[src/rtl/gemm_pkg.sv]
// Shared types and defaults for the GEMM command queue.
package gemm_pkg;

  localparam int XLEN_DEF  = 32;
  localparam int DEPTH_DEF = 4;

  typedef enum logic [1:0] {
    IDLE,
    ISSUE,
    EXEC
  } gemm_state_e;

  typedef struct packed {
    logic [XLEN_DEF-1:0] instr;
    logic [XLEN_DEF-1:0] rs1;
    logic [XLEN_DEF-1:0] rs2;
  } gemm_cmd_t;

endpackage

[src/rtl/gemm_cmd_fifo.sv]
// Circular command buffer: storage, wrapping pointers and occupancy count.
// Head data reads as zero while empty so stale slots never leak onto the bus.
module gemm_cmd_fifo
  import gemm_pkg::*;
#(
  parameter int DEPTH = DEPTH_DEF,
  parameter int W     = 3 * XLEN_DEF
) (
  input  logic         clk,
  input  logic         rst,
  input  logic         push,
  input  logic [W-1:0] push_data,
  input  logic         pop,
  output logic [W-1:0] head,
  output logic         full,
  output logic         empty
);

  localparam int PTR_W = $clog2(DEPTH);
  localparam int CNT_W = $clog2(DEPTH + 1);

  logic [W-1:0]     mem [DEPTH];
  logic [PTR_W-1:0] wr_ptr;
  logic [PTR_W-1:0] rd_ptr;
  logic [CNT_W-1:0] count;
  logic             do_push;
  logic             do_pop;

  assign full    = (count == CNT_W'(DEPTH));
  assign empty   = (count == '0);
  assign do_push = push & ~full;
  assign do_pop  = pop & ~empty;
  assign head    = empty ? '0 : mem[rd_ptr];

  // Storage write; contents need no reset since head is masked when empty.
  always_ff @(posedge clk) begin
    if (do_push) mem[wr_ptr] <= push_data;
  end

  // Pointer and count update; pointers wrap naturally at DEPTH.
  always_ff @(posedge clk) begin
    if (rst) begin
      wr_ptr <= '0;
      rd_ptr <= '0;
      count  <= '0;
    end else begin
      if (do_push) wr_ptr <= wr_ptr + PTR_W'(1);
      if (do_pop)  rd_ptr <= rd_ptr + PTR_W'(1);
      case ({do_push, do_pop})
        2'b10:   count <= count + CNT_W'(1);
        2'b01:   count <= count - CNT_W'(1);
        default: count <= count;
      endcase
    end
  end

endmodule

[src/rtl/gemm_cmd_queue.sv]
// GEMM command queue: buffers core commands and issues them one at a time
// to the systolic-array accelerator, tracking completion for busy/fence.
//
// state | meaning
// IDLE  | nothing in flight, waiting for a queued command
// ISSUE | head offered to accelerator (acc_valid high)
// EXEC  | one command accepted, waiting for acc_done
module gemm_cmd_queue
  import gemm_pkg::*;
#(
  parameter int DEPTH = DEPTH_DEF,
  parameter int XLEN  = XLEN_DEF
) (
  input  logic            clk,
  input  logic            rst,
  input  logic            cmd_valid,
  input  logic [XLEN-1:0] cmd_instr,
  input  logic [XLEN-1:0] cmd_rs1,
  input  logic [XLEN-1:0] cmd_rs2,
  output logic            cmd_ready,
  output logic            acc_valid,
  output logic [XLEN-1:0] acc_instr,
  output logic [XLEN-1:0] acc_rs1,
  output logic [XLEN-1:0] acc_rs2,
  input  logic            acc_ready,
  input  logic            acc_done,
  input  logic            fence_req,
  output logic            busy,
  output logic            fence_stall,
  output logic            proto_err
);

  gemm_state_e       state;
  gemm_state_e       state_nxt;
  logic              fifo_full;
  logic              fifo_empty;
  logic [3*XLEN-1:0] head;

  gemm_cmd_fifo #(
    .DEPTH (DEPTH),
    .W     (3 * XLEN)
  ) u_fifo (
    .clk       (clk),
    .rst       (rst),
    .push      (cmd_valid),
    .push_data ({cmd_instr, cmd_rs1, cmd_rs2}),
    .pop       (acc_valid & acc_ready),
    .head      (head),
    .full      (fifo_full),
    .empty     (fifo_empty)
  );

  // No bypass: readiness comes only from registered occupancy.
  assign cmd_ready   = ~fifo_full;
  assign acc_instr   = head[3*XLEN-1:2*XLEN];
  assign acc_rs1     = head[2*XLEN-1:XLEN];
  assign acc_rs2     = head[XLEN-1:0];
  assign busy        = ~fifo_empty | (state != IDLE);
  assign fence_stall = fence_req & busy;

  // State register.
  always_ff @(posedge clk) begin
    if (rst) state <= IDLE;
    else     state <= state_nxt;
  end

  // Next-state and issue strobe.
  always_comb begin
    state_nxt = state;
    acc_valid = 1'b0;
    case (state)
      IDLE:  if (!fifo_empty) state_nxt = ISSUE;
      ISSUE: begin
        acc_valid = 1'b1;
        if (acc_ready) state_nxt = EXEC;
      end
      EXEC:  if (acc_done) state_nxt = fifo_empty ? IDLE : ISSUE;
      default: state_nxt = IDLE;
    endcase
  end

  // Sticky flag for completions that arrive with nothing in flight.
  always_ff @(posedge clk) begin
    if (rst)                            proto_err <= 1'b0;
    else if (acc_done && state != EXEC) proto_err <= 1'b1;
  end

endmodule

[config.mk]
export PLATFORM = sky130hd
export DESIGN_NAME = gemm_cmd_queue
export DESIGN_NICKNAME = d
export VERILOG_FILES = /design/src/rtl/gemm_pkg.sv /design/src/rtl/gemm_cmd_fifo.sv /design/src/rtl/gemm_cmd_queue.sv
export SDC_FILE = /design/constraint.sdc
export NUM_CORES = 1
export LEC_CHECK = 0
export CAP_MARGIN = 10
export CORE_MARGIN = 2
export CORE_UTILIZATION = 49
export CTS_CLUSTER_SIZE = 12
export DETAILED_ROUTE_END_ITERATION = 6
export MAX_ROUTING_LAYER = met4
export PLACE_DENSITY_LB_ADDON = 0.2
export SKIP_LAST_GASP = 1
export SYNTH_ARGS = -nofsm -noshare
export SYNTH_HDL_FRONTEND = slang
export SYNTH_SLANG_ARGS = --single-unit
[constraint.sdc]
create_clock -name clk -period 5.2 [get_ports clk]
set_input_delay 0.52 -clock clk [delete_from_list [all_inputs] [get_ports clk]]
set_output_delay 0.52 -clock clk [all_outputs]
set_load 0.01 [all_outputs]
==> impl_metrics.yaml <==
synth:
  ys_types: 27
  synth_cells: 681
  avgSynthCellArea_sq_um: 22.2
  yosys_warnings: 0
  syn_area_sq_um: 15100
  synth-seq-cells: 396
  synth.net_count: 789
  synthArstFlopShare_pct: 0
  synth_ff_type: "edfxtp_1"
  ys_seq_area_share_pct: 78.0
  synth_edf_count: 384
sta:
  fmax_mhz: 273
  whs_ns: 0.513
  fin_crit_ns: 3.66
  slew_headroom_pct: 26.8
  skew_ns: 0.0105
  rsz0062_at_grt: "false"
  worstMarginPinSlew_ns: 1.10
  setup_tns_ns: 0
  slew_viol_final: 0
  period_share_pct: 70.5
  hold_viol: 0
  finalSetupViolations: 0
hold_path:
  hold_class: "reg2reg"
routing:
  dr.first_iter.drc_count: 500
  postRouteAntennaNets: 0
  drt_wl_total_microns: 29500
  drc_errors: 0
  wl_per_cell_microns: 22.2
  first_pass_iters: 5
  vias: 7228
  via_per_inst: 5.44
floorplan:
  num_rows: 64
  coreArea_sq_um: 30400
  die_w_microns: 180
  fp.dieArea_sq_um: 32200
  initial_utilization_pct: 49.6
  num_io_pins: 203
  die_h_microns: 180
clocking:
  htreeDepth: 2
  cts_tree: "built"
  clockBufferDepth: 3
  clock_latency_ns: 0.51
  cts-buffers-inserted: 41
  post-cts-setup-buffer-count: 0
  ctsHoldBuffers: 0
  cts_resized: 0
  numClockSinks: 396
  clkTransAtPathRegs_ns: 0.06
  clockRootBuffer: "clkbuf_16"
run:
  maxCapViolations: 0
global_routing:
  overflow: 0
  grt_pass1_wl_microns: 46100
  grt_max_degree: 71
  antenna_found_initial: 7
  grt_use_total_pct: 19.3
  grt_pass1_vias: 7938
worst_setup_path:
  critPathMaxFanout: 66
  worstPathRequired_ns: 4.68
  end_kind: "primary output"
  path_class: "reg2out"
  worst-endpoint-arrival_ns: 3.14
  start_kind: "flip-flop"
run_status:
  outcome: "completed"
placement:
  io_buffers: 202
  dpl.cell_count: 1257
  gp_congestion: 0.726
  dp_hpwl_microns: 17800
final_layout:
  drive_gt1_share_pct: 17.4
  fill_cells: 2157
  finalNetCount: 1012
  stdcell_count: 1328
  syn_to_final_growth_pct: 23.8
power_and_ir_drop:
  cellPowerDensity_nw_per_um2: 394
  ir_worst_vdd_mv: 0.283
  p_leak_uw: 0.00583
## stage by stage
stage	cell area [sq um]	worst slack, ns	total power (uW)	utilization (%)
final	18700	1.54	7370	61.4
after global routing	18700	1.30	7650	61.4
after CTS	18700	1.43	7450	61.4
after detailed placement	17600	1.90	4950	57.7
after global placement	17600	1.93	4920	57.7
after floorplan	15100	1.58	4330	-
## final cells by class
type                       instances  area, sq um  share of cell area [%]
clock inverter                    11         43.8                   0.234
timing repair buffer             215         2130                    11.4
clock buffer                      53         1070                    5.73
sequential                       396        11800                    63.0
antenna                            7         17.5                  0.0937
multi-input combinational        243         3120                    16.7
tap                              396          495                    2.65
inverter                           7         26.3                   0.141
## final timing paths
check	start	to	slack [ns]	depth (start not counted)
worst max-delay path	flip-flop	acc_rs2[14]	1.54	4
worst min-delay path	u_fifo.rd_ptr[0]	u_fifo.rd_ptr[0]	0.51	2
worst max register to register	u_fifo.count[0]	u_fifo.mem[1][54]	2.50	4
worst min register to register	u_fifo.rd_ptr[0]	u_fifo.rd_ptr[0]	0.51	2
## layout by cell type, fill, tap and decap left out, drive strengths merged, types with 5 or more instances in the layout
cell | netlist | routed
a21oi | 7 | 7
and2 | 5 | 5
buf | 19 | 13
clkbuf | 16 | 53
clkdlybuf4s50 | 0 | 202
clkinv | 0 | 11
dfxtp | 12 | 12
diode | 0 | 7
edfxtp | 384 | 384
ha | 5 | 5
inv | 7 | 7
mux4 | 96 | 96
nor2 | 11 | 11
nor2b | 97 | 97
## worst max-delay path: stages (launching register included)
cell,delay [ns]
dfxtp_4,0.75
buf_12,0.52
mux4_2,0.56
nor2b_1,0.18
clkdlybuf4s50_1,0.54
## routing by layer
layer  share of wire [%]  GRT usage [%]
met4                 1.5           4.26
met5                   0              -
met3                 6.8           5.17
met1                  43           25.6
met2                  49           30.4
## where the power goes
| group | internal, uW | total, uW | switching (uW) |
|---|---|---|---|
| Sequential | 3680 | 3730 | 53.5 |
| Combinational | 583 | 1130 | 545 |
| Clock | 1430 | 2510 | 1070 |
## synth_stat cells, drive strengths merged (3+ instances only)
master,n,area (sq um)
nor2,11,41.3
dfxtp,12,240
buf,19,126
mux4,96,2160
and2,5,31.3
a21oi,7,35.0
clkbuf,16,60.1
nand2,3,11.3
nand2b,3,18.8
edfxtp,384,11500
ha,5,62.6
inv,7,26.3
nor2b,97,607
## cell families (layout without fill, tap and decap cells)
kind of cell | after synthesis | in the layout | share of synthesized area [%]
xor gates and xnor gates | 2 | 2 | 0.116
other | 0 | 7 | 0
and+or+nand+nor | 124 | 124 | 4.92
buffers and inverters | 42 | 286 | 1.41
adders and majority gates | 6 | 6 | 0.547
AOI/OAI and AO/OA | 12 | 12 | 0.473
muxes | 99 | 99 | 14.5
DFF | 396 | 396 | 78.0
## registers in the layout, indices dropped and copies added, names as in the netlist, named ones only
name and cells:
proto_err 1, state 2, u_fifo.count 3, u_fifo.mem 384
u_fifo.rd_ptr 2, u_fifo.wr_ptr 2
Note: power is estimated with default switching activity, not from simulation.
